--- config.mk ---
export PLATFORM = sky130hd
export DESIGN_NAME = scaler_sfft_framed
export DESIGN_NICKNAME = d
export VERILOG_FILES = /design/src/rtl/scaler_sfft_framed.sv
export SDC_FILE = /design/constraint.sdc
export NUM_CORES = 1
export LEC_CHECK = 0
export CORE_MARGIN = 8
export CORE_UTILIZATION = 49
export DETAILED_ROUTE_END_ITERATION = 10
export GPL_TIMING_DRIVEN = 0
export PLACE_DENSITY_LB_ADDON = 0.12
export SLEW_MARGIN = 20
export SYNTH_ARGS = -nofsm -noshare
export SYNTH_HDL_FRONTEND = slang
export SYNTH_SLANG_ARGS = --single-unit
--- constraint.sdc ---
create_clock -name iClk -period 3.2 [get_ports iClk]
set_clock_uncertainty 0.15 [all_clocks]
set_input_delay 0.48 -clock iClk [delete_from_list [all_inputs] [get_ports iClk]]
set_output_delay 0.48 -clock iClk [all_outputs]
set_load 0.03 [all_outputs]
--- src/rtl/scaler_sfft_framed.sv ---
// scaler_sfft_framed: framed unary stochastic FFT/IFFT.
//
// A NUMINPUTS-point radix-2 network of uButterfly units, driven by a frame
// controller. Each frame runs the network for 2**SLEN bitstream cycles, shifted
// by PIPE_LAT. During that window it counts ones per output bin.
//
// Ports:
//   iClk, iRst   clock, synchronous active-high reset
//   iStart       frame request (accepted in IDLE, or in DONE with iAck)
//   iInv         0 = FFT, 1 = IFFT, latched at frame start
//   iReal, iImg  bipolar input bitstreams, one bit per point per cycle
//   iAck         consumer accepts the current results
//   oBusy        high in LOADW and RUN
//   oValid       high in DONE
//   oReal, oImg  per-bin ones-counts, bin k at [k*CW +: CW]
//
// This file also holds uButterfly, the bipolar stochastic butterfly used by
// the network.

module uButterfly #(
    parameter int BITWIDTH = 8,   // twiddle weight precision
    parameter int BINPUT   = 2,   // low counter bits skipped by the 1/2-scaling selects
    parameter int STAGE    = 0,
    parameter int NB       = 2,   // butterfly span 2**(STAGE+1)
    parameter int TW       = 0    // twiddle index, W = exp(-j*2*pi*TW/NB)
) (
    input  logic iClk,
    input  logic iRstN,
    input  logic iEn,
    input  logic iClr,
    input  logic loadW,
    input  logic iReal0,
    input  logic iImg0,
    input  logic iReal1,
    input  logic iImg1,
    output logic oReal0,
    output logic oImg0,
    output logic oReal1,
    output logic oImg1
);
    localparam int  CNTW = BITWIDTH + BINPUT;
    localparam real PI   = 3.14159265358979323846;
    localparam real ANG  = 2.0 * PI * $itor(TW) / $itor(NB);
    localparam real WR   = $cos(ANG);
    localparam real WI   = -$sin(ANG);
    localparam real AWR  = (WR < 0.0) ? -WR : WR;
    localparam real AWI  = (WI < 0.0) ? -WI : WI;
    // Probability of taking the W_re term; diagonal twiddles are normalised
    // by |W_re|+|W_im|, trivial ones (1, -j) are exact routing.
    localparam int unsigned THR = $rtoi(AWR / (AWR + AWI) * $itor(2 ** BITWIDTH) + 0.5);
    localparam logic [BITWIDTH:0] THR_W = THR[BITWIDTH:0];
    localparam logic WR_NEG = (WR < -1.0e-9);
    localparam logic WI_NEG = (WI < -1.0e-9);
    localparam logic WI_POS = (WI > 1.0e-9);

    logic [CNTW-1:0]     cnt_q;
    logic [BITWIDTH:0]   thr_q;
    logic [BITWIDTH-1:0] wrev;
    logic                wsel;
    logic                half_sel;
    logic                wb_re;
    logic                wb_im;

    always_ff @(posedge iClk) begin
        if (!iRstN) begin
            cnt_q <= '0;
            thr_q <= '0;
        end else begin
            if (loadW) thr_q <= THR_W;
            if (iClr) begin
                cnt_q <= '0;
            end else if (iEn) begin
                cnt_q <= cnt_q + 1'b1;
            end
        end
    end

    // Bit-reversed upper counter bits give an evenly spread weight sequence.
    always_comb begin
        wrev = '0;
        for (int i = 0; i < BITWIDTH; i++) begin
            wrev[i] = cnt_q[BINPUT + BITWIDTH - 1 - i];
        end
    end

    assign wsel = ({1'b0, wrev} < thr_q);
    // Each stage uses its own counter bit so the 1/2 mux selects of successive
    // stages average whole periods of the previous stage's outputs.
    assign half_sel = cnt_q[STAGE + BINPUT];

    // W*b: pick the W_re or the W_im product term; bipolar negation is inversion.
    assign wb_re = wsel ? (iReal1 ^ WR_NEG) : (iImg1 ^ WI_POS);
    assign wb_im = wsel ? (iImg1 ^ WR_NEG) : (iReal1 ^ WI_NEG);

    assign oReal0 = half_sel ? iReal0 : wb_re;
    assign oImg0  = half_sel ? iImg0  : wb_im;
    assign oReal1 = half_sel ? iReal0 : ~wb_re;
    assign oImg1  = half_sel ? iImg0  : ~wb_im;
endmodule

module scaler_sfft_framed #(
    parameter int BITWIDTH  = 8,
    parameter int BINPUT    = 2,
    parameter int NUMINPUTS = 8,
    parameter int SLEN      = 8,
    parameter int PIPE_LAT  = 0,
    parameter int LOG2N     = $clog2(NUMINPUTS),
    parameter int CW        = SLEN + 1
) (
    input  logic                    iClk,
    input  logic                    iRst,
    input  logic                    iStart,
    input  logic                    iInv,
    input  logic [NUMINPUTS-1:0]    iReal,
    input  logic [NUMINPUTS-1:0]    iImg,
    input  logic                    iAck,
    output logic                    oBusy,
    output logic                    oValid,
    output logic [NUMINPUTS*CW-1:0] oReal,
    output logic [NUMINPUTS*CW-1:0] oImg
);
    localparam int unsigned LEN    = 2 ** SLEN;
    localparam int unsigned RUNLEN = LEN + PIPE_LAT;
    localparam int          CYCW   = $clog2(RUNLEN + 1);
    localparam logic [CYCW-1:0] CYC_LAST = CYCW'(RUNLEN - 1);

    typedef enum logic [1:0] {StIdle, StLoadW, StRun, StDone} state_e;

    state_e          state_q;
    logic            inv_q;
    logic            busy_q;
    logic            valid_q;
    logic [CYCW-1:0] cyc_q;
    logic [CW-1:0]   cnt_re_q [NUMINPUTS];
    logic [CW-1:0]   cnt_im_q [NUMINPUTS];

    logic                 rst_n;
    logic                 bf_en;
    logic                 bf_clr;
    logic                 count_en;
    logic [NUMINPUTS-1:0] net_in_re;
    logic [NUMINPUTS-1:0] net_in_im;
    logic [NUMINPUTS-1:0] fin_re;
    logic [NUMINPUTS-1:0] fin_im;
    logic [NUMINPUTS-1:0] cnt_in_re;
    logic [NUMINPUTS-1:0] cnt_in_im;

    function automatic int bitrev(input int v);
        int r;
        r = 0;
        for (int b = 0; b < LOG2N; b++) begin
            if (v[b]) r = r | (1 << (LOG2N - 1 - b));
        end
        return r;
    endfunction

    assign rst_n  = ~iRst;
    assign bf_en  = (state_q == StRun);
    assign bf_clr = (state_q == StLoadW);

    // Decimation-in-time network: bit-reversed feed gives natural-order bins.
    // Conjugating input and output imag turns the FFT into the IFFT.
    for (genvar k = 0; k < NUMINPUTS; k++) begin : g_feed
        assign net_in_re[k] = iReal[bitrev(k)];
        assign net_in_im[k] = iImg[bitrev(k)] ^ inv_q;
    end

    for (genvar s = 0; s < LOG2N; s++) begin : g_stage
        localparam int B = 2 ** (s + 1);
        logic [NUMINPUTS-1:0] in_re;
        logic [NUMINPUTS-1:0] in_im;
        logic [NUMINPUTS-1:0] out_re;
        logic [NUMINPUTS-1:0] out_im;

        if (s == 0) begin : g_first
            assign in_re = net_in_re;
            assign in_im = net_in_im;
        end else begin : g_next
            assign in_re = g_stage[s-1].out_re;
            assign in_im = g_stage[s-1].out_im;
        end

        for (genvar i = 0; i < NUMINPUTS; i = i + B) begin : g_grp
            for (genvar j = 0; j < B / 2; j++) begin : g_bf
                uButterfly #(
                    .BITWIDTH(BITWIDTH),
                    .BINPUT  (BINPUT),
                    .STAGE   (s),
                    .NB      (B),
                    .TW      (j)
                ) u_bf (
                    .iClk  (iClk),
                    .iRstN (rst_n),
                    .iEn   (bf_en),
                    .iClr  (bf_clr),
                    .loadW (bf_clr),
                    .iReal0(in_re[i+j]),
                    .iImg0 (in_im[i+j]),
                    .iReal1(in_re[i+j+B/2]),
                    .iImg1 (in_im[i+j+B/2]),
                    .oReal0(out_re[i+j]),
                    .oImg0 (out_im[i+j]),
                    .oReal1(out_re[i+j+B/2]),
                    .oImg1 (out_im[i+j+B/2])
                );
            end
        end
    end

    assign fin_re = g_stage[LOG2N-1].out_re;
    assign fin_im = g_stage[LOG2N-1].out_im ^ {NUMINPUTS{inv_q}};

    // Models the network's register delay; counting skips the first PIPE_LAT cycles.
    if (PIPE_LAT == 0) begin : g_nodly
        assign cnt_in_re = fin_re;
        assign cnt_in_im = fin_im;
        assign count_en  = 1'b1;
    end else begin : g_dly
        logic [NUMINPUTS-1:0] dly_re [PIPE_LAT];
        logic [NUMINPUTS-1:0] dly_im [PIPE_LAT];

        always_ff @(posedge iClk) begin
            if (iRst) begin
                for (int i = 0; i < PIPE_LAT; i++) begin
                    dly_re[i] <= '0;
                    dly_im[i] <= '0;
                end
            end else begin
                dly_re[0] <= fin_re;
                dly_im[0] <= fin_im;
                for (int i = 1; i < PIPE_LAT; i++) begin
                    dly_re[i] <= dly_re[i-1];
                    dly_im[i] <= dly_im[i-1];
                end
            end
        end

        assign cnt_in_re = dly_re[PIPE_LAT-1];
        assign cnt_in_im = dly_im[PIPE_LAT-1];
        assign count_en  = (cyc_q >= CYCW'(PIPE_LAT));
    end

    always_ff @(posedge iClk) begin
        if (iRst) begin
            state_q <= StIdle;
            inv_q   <= 1'b0;
            busy_q  <= 1'b0;
            valid_q <= 1'b0;
            cyc_q   <= '0;
            for (int k = 0; k < NUMINPUTS; k++) begin
                cnt_re_q[k] <= '0;
                cnt_im_q[k] <= '0;
            end
        end else begin
            case (state_q)
                StIdle: begin
                    if (iStart) begin
                        inv_q   <= iInv;
                        busy_q  <= 1'b1;
                        state_q <= StLoadW;
                    end
                end
                StLoadW: begin
                    cyc_q <= '0;
                    for (int k = 0; k < NUMINPUTS; k++) begin
                        cnt_re_q[k] <= '0;
                        cnt_im_q[k] <= '0;
                    end
                    state_q <= StRun;
                end
                StRun: begin
                    for (int k = 0; k < NUMINPUTS; k++) begin
                        if (count_en && cnt_in_re[k]) cnt_re_q[k] <= cnt_re_q[k] + CW'(1);
                        if (count_en && cnt_in_im[k]) cnt_im_q[k] <= cnt_im_q[k] + CW'(1);
                    end
                    cyc_q <= cyc_q + 1'b1;
                    if (cyc_q == CYC_LAST) begin
                        busy_q  <= 1'b0;
                        valid_q <= 1'b1;
                        state_q <= StDone;
                    end
                end
                StDone: begin
                    if (iAck) begin
                        valid_q <= 1'b0;
                        if (iStart) begin
                            // Back-to-back frame without an IDLE cycle.
                            inv_q   <= iInv;
                            busy_q  <= 1'b1;
                            state_q <= StLoadW;
                        end else begin
                            state_q <= StIdle;
                        end
                    end
                end
                default: state_q <= StIdle;
            endcase
        end
    end

    assign oBusy  = busy_q;
    assign oValid = valid_q;

    for (genvar k = 0; k < NUMINPUTS; k++) begin : g_out
        assign oReal[k*CW +: CW] = cnt_re_q[k];
        assign oImg[k*CW +: CW]  = cnt_im_q[k];
    end
endmodule
# Word-level counts from Yosys, hierarchy flattened
# Memories as Yosys holds them, arrays and structs flattened.
# Cells that the tools add are included.
# totals
wordCells	338
output_inout_bits	146
inputBits	21
mem_count	2
ramBits	144
regBits	135
# classes
n_lt_le_gt_ge	12
muxes	189
add_sub_neg	29
bitwise	71
reduce_logical	10
eq_ne	7
# memory_table
memory	depth	width	rd	rd_ports_with_merged_regs	write_ports	line	source
cnt_im_q	8	9	8	0	8	135	logic [CW-1:0] cnt_im_q [NUMINPUTS];
cnt_re_q	8	9	8	0	8	134	logic [CW-1:0] cnt_re_q [NUMINPUTS];
# op_table
op	count
9-bit two-way mux	32
9-bit by 1-bit adder with 9-bit output, second input constant	17
1-bit two-way mux	149
10-bit by 1-bit adder with 10-bit output, second input constant	12
8-bit by 9-bit < comparator with 1-bit output	7
1-bit bitwise OR	32
1-bit inverter	30
8-bit by 1-bit < comparator with 1-bit output, second input constant	3
9-bit case mux with 2 select lines	1
8-bit < comparator	2
9-bit by 8-bit == test with 1-bit output, second input constant	1
3-bit AND reduction	3
2-bit case mux with 4 select lines	1
1-bit XOR	8
8-bit XOR	1
2-bit two-way mux	3
2-bit nonzero test	3
2-bit == test, second input constant	2
2-bit inequality test, second input constant	2
1-bit case mux with 2 select lines	2
1-bit case mux with 3 select lines	1
3-bit nonzero test	1
2-bit by 1-bit == test with 1-bit output, second input constant	1
2-bit zero test	1
3 further kinds	3

# Depth between registers and ports, before layout
# logic_depth
word_depth	18
depth_mapped	10
ltp_nobuf	9

# By module
# A second synthesis with hierarchy kept.
# unflattened
hier_cells	1092
area_unflattened_um2	11144.4
# modules_own_cells
mod	seq_area_each_um2	cells_each	area_per_inst_um2	n_inst
scaler_sfft_framed	4424.2	759	7942.6	1
uButterfly at g_stage[0].g_grp[0].g_bf[0].u_bf ...	80.1	22	217.7	4
uButterfly at g_stage[2].g_grp[0].g_bf[1].u_bf ...	120.1	37	362.8	2
uButterfly at g_stage[1].g_grp[0].g_bf[0].u_bf ...	100.1	28	281.5	2
uButterfly at g_stage[1].g_grp[0].g_bf[1].u_bf ...	80.1	25	215.2	2
uButterfly at g_stage[2].g_grp[0].g_bf[0].u_bf	120.1	34	339.1	1
uButterfly at g_stage[2].g_grp[0].g_bf[2].u_bf	100.1	31	272.8	1

# Worst setup path after synthesis
# Ideal clock, no wire load.
# synth_timing
kind	register -> register
startpoint	register inv_q
endpoint	memory cnt_im_q[1][0] in the netlist's numbering, enable pin
setup_slack_ps	331
setup_time_ps	387
t_arrival_ps	2332
path_stages_with_launch	8
path_buffers	2
synth_period_minus_slack_ps	2869
required_ps	2663
cell_sequence	dfxtp_1 -> buf_4 -> buf_4 -> o32a_1 -> o21a_1 -> a22oi_1 -> xnor2_2 -> o21ai_0
# synth_rtl
element	line	source
from (decl)	130	logic inv_q;
from (signal assigned)	258	inv_q <= iInv;
from (signal assigned)	288	inv_q <= iInv;
to (decl)	135	

==> impl_metrics.ini <==
[run_status]
outcome = complete, no violations

[routing]
dr.pass1.iters = 7
drt_iter0_drc = 661
detailroute.via_count = 9760
drc = 0
viasPerCell = 5.62
top_layer_used = met4
postRouteAntennaNets = 0
wl_per_cell_um = 17.6
dr_wl_met3_mm = 2.03
met1_length_mm = 13.4
met2_length_mm = 14.7
drt_wl_total_mm = 30.6

[logic_synthesis]
yosys-top-cells-count = nor2_1 (149), edfxtp_1 (126), xor2_1 (93)
yosys.area_share.simple_pct = 21.4
synthesis.nets = 1258
yosysWarnings = 0
synthFlopType = edfxtp_1
leading_area_contributor_after_synthesis = edfxtp_1
synthXorXnorAreaFrac_pct = 11.2
synth.lib_cells_used.distinct = 91
synth-edff-count = 126
synth-seq-cells = 207
synth-async-reset-ratio_pct = 0
synth.most_common_cell = nor2_1
synth_mux_area_share_pct = 4.87
syn-instance-count = 1202
compound_cell_area_share_of_the_yosys_netlist_pct = 10.2
yosysTopAreaCellShare_pct = 31.9
synthesis.area_per_instance_sq_um = 9.87
yosysSeqAreaShare_pct = 45.6
post_synth_main_area_contributors = edfxtp_1 (32%), dfxtp_1 (14%), xor2_1 (6.9%)
synth_area_in_adders_pct = 3.69
synthesis.area_sq_um = 11900
synth_top_family_by_area = simple AND/OR/NAND/NOR gates

[global_route]
grt_start_max_net_pins = 14
initial_antenna_violation_count = 2
via_count_of_the_first_global_routing_pass = 9060
sum_of_overflow_across_all_layers_after_global_routing = 0
grt_util_all_layers_pct = 20.1
grt_first_pass_wirelength_mm = 48.1

[clock_network]
hold_buffers = 0
tritoncts = built
clkTransAtPathRegs_ns = 0.06
cts_buffer_depth = 3
numCtsBuffers = 23
cts_htree_levels = 1
insertion_delay_ns = 0.51
clockRootBuffer = clkbuf_16
clock_sinks = 207

[power_and_ir_drop]
lkg_pwr_nw = 5.15
vdd_ir_drop_max_uv = 367
p_per_area_nw_per_um2 = 709

[floorplanning]
initial_utilization_pct = 49.3
fp.dieH_um = 172
io_pins = 167
die_outline_width_um = 172
core_area_sq_um = 24000
placement_rows = 57
dieArea_sq_um = 29400

[sta]
max-slew-margin-rel_pct = 43.8
report.final.setup_viol = 0
rsz0062_at_grt = no
finalWorstPathRequiredPeriod_ns = 3.11
timing.final.crit_share_pct = 97.2
final-max-slew-violation-count = 0
hold_violation_total_from_the_final_report = 0
max_freq_mhz = 322
worst_pin_slew_ns = 0.843

[finish]
post_layout_nonfiller_instances = 1737
final_layout_size_suffix_gt1_share_pct = 7.45
finalInstanceArea_sq_um = 14800
finish.net_count = 1449
fillCellCount = 2040
area_growth_from_synthesis_to_layout_pct = 24.5
final_core_util_pct = 61.4

[worst_setup_path]
critPathCaptureType = flop
critical_path_class = in -> reg
crit_arrival_ns = 3.13
worst-endpoint-required_ns = 3.22
critical_path_peak_fanout = 10
critical_path.startpoint_type = input port

[placed_design]
detailedPlacementHpwl_mm = 22.6
place.gp.congestion = 0.902
count_of_placed_standard_cells_including_taps = 1691
place_area_sq_um = 13900
buffer_ports.inserted = 165

[worst_hold_path]
worst_hold_path_type = reg -> reg

[flow_run]
max_cap_violations = 0
state kept, by name, indices dropped and copies added, names as in the netlist:
register / flops
cyc_q: 9
g_stage.g_grp.g_bf.u_bf.cnt_q: 48
oBusy: 1
g_stage.g_grp.g_bf.u_bf.thr_q: 1
cnt_re_q: 72
inv_q: 1
cnt_im_q: 72
state_q: 2
oValid: 1
worst max-delay path, cell delays in order:
cell and delay [ns]:
clkdlybuf4s50_1 0.56, and3_1 0.26, a211o_1 0.30, a221oi_4 0.41, o22ai_4 0.19, o211ai_2 0.52
nand2_1 0.39
metrics by stage:
stage	hold slack, ns	setup TNS, ns	setup WS [ns]	power [mW]
4_1_cts	0.332	0	0.00911	10.5
2_1_floorplan	0.313	0	0.331	6.32
3_5_place_dp	0.323	-51.34	-0.669	7.78
5_1_grt	0.370	0	0.00781	11.0
3_3_place_gp	0.311	-64.09	-0.813	7.72
6_report	0.329	0	0.0911	10.5
layout by cell type (no fill, tap or decap), types with 5 or more instances in the layout:
master	count
a211oi_1	6
a21oi_1	35
a31oi_1	7
and2_1	11
and3_1	25
buf_1	5
buf_2	10
buf_4	7
clkbuf_1	30
clkbuf_16	23
clkdlybuf4s50_1	165
clkinv_1	6
clkinv_2	7
dfxtp_1	81
edfxtp_1	126
ha_1	35
inv_1	24
mux2_2	5
mux2i_1	51
nand2_1	90
nand2b_1	11
nand3_1	71
nand4_1	44
nor2_1	148
nor2b_1	9
nor3_1	44
nor3b_1	7
nor4_1	5
o211ai_1	18
o21ai_0	10
o21ai_2	6
or3_1	21
or4_1	8
xnor2_1	53
xor2_1	93
power breakdown:
part	leakage (nW)	internal (mW)	total, mW	switching (mW)
Clock	0.381	1.63	2.70	1.07
Sequential	2.00	3.42	3.92	0.508
Combinational	2.77	1.43	3.84	2.41
cells by family after synthesis:
family	count (synthesis)
flip-flops	207
buffers and inverters	82
AO/OA/AOI/OAI	155
XOR/XNOR	149
AND/OR/NAND/NOR	517
multiplexers	57
adder cells (fa/ha/maj)	35
metal layers:
layer / GRT usage (%) / vias up
li1: - / 4769
met1: 26.3 / 4685
met2: 34.1 / 267
met3: 3.21 / 39
met4: 4.80 / 0
met5: 0 / -
path summary, 6_finish.rpt:
path	start	end	slack, ns	cells past startpoint
min	cnt_re_q[0][8]	cnt_re_q[0][8]	0.33	2
max reg2reg	state_q[0]	cnt_re_q[0][20]	0.17	6
min reg2reg	cnt_re_q[0][8]	cnt_re_q[0][8]	0.33	2
max	iImg[3]	cnt_re_q[1][8]	0.09	7
timing repair:
action	4_1_cts	5_1_grt
pin swaps	1	0
setup endpoints to repair	54	81
resized for setup	6	10
buffers inserted	1	0
area by class of cell:
type | count | area, sq um | share of cell area (%)
Multi-Input combinational cell | 913 | 6160 | 41.7
Sequential cell | 207 | 5410 | 36.6
Timing Repair Buffer | 166 | 1660 | 11.2
Clock buffer | 24 | 579 | 3.92
Tap cell | 324 | 405 | 2.75
Buffer | 55 | 260 | 1.76
Clock inverter | 18 | 190 | 1.29
Inverter | 27 | 101 | 0.686
Antenna cell | 3 | 7.51 | 0.0508
Note: power is estimated with default switching activity, not from simulation.
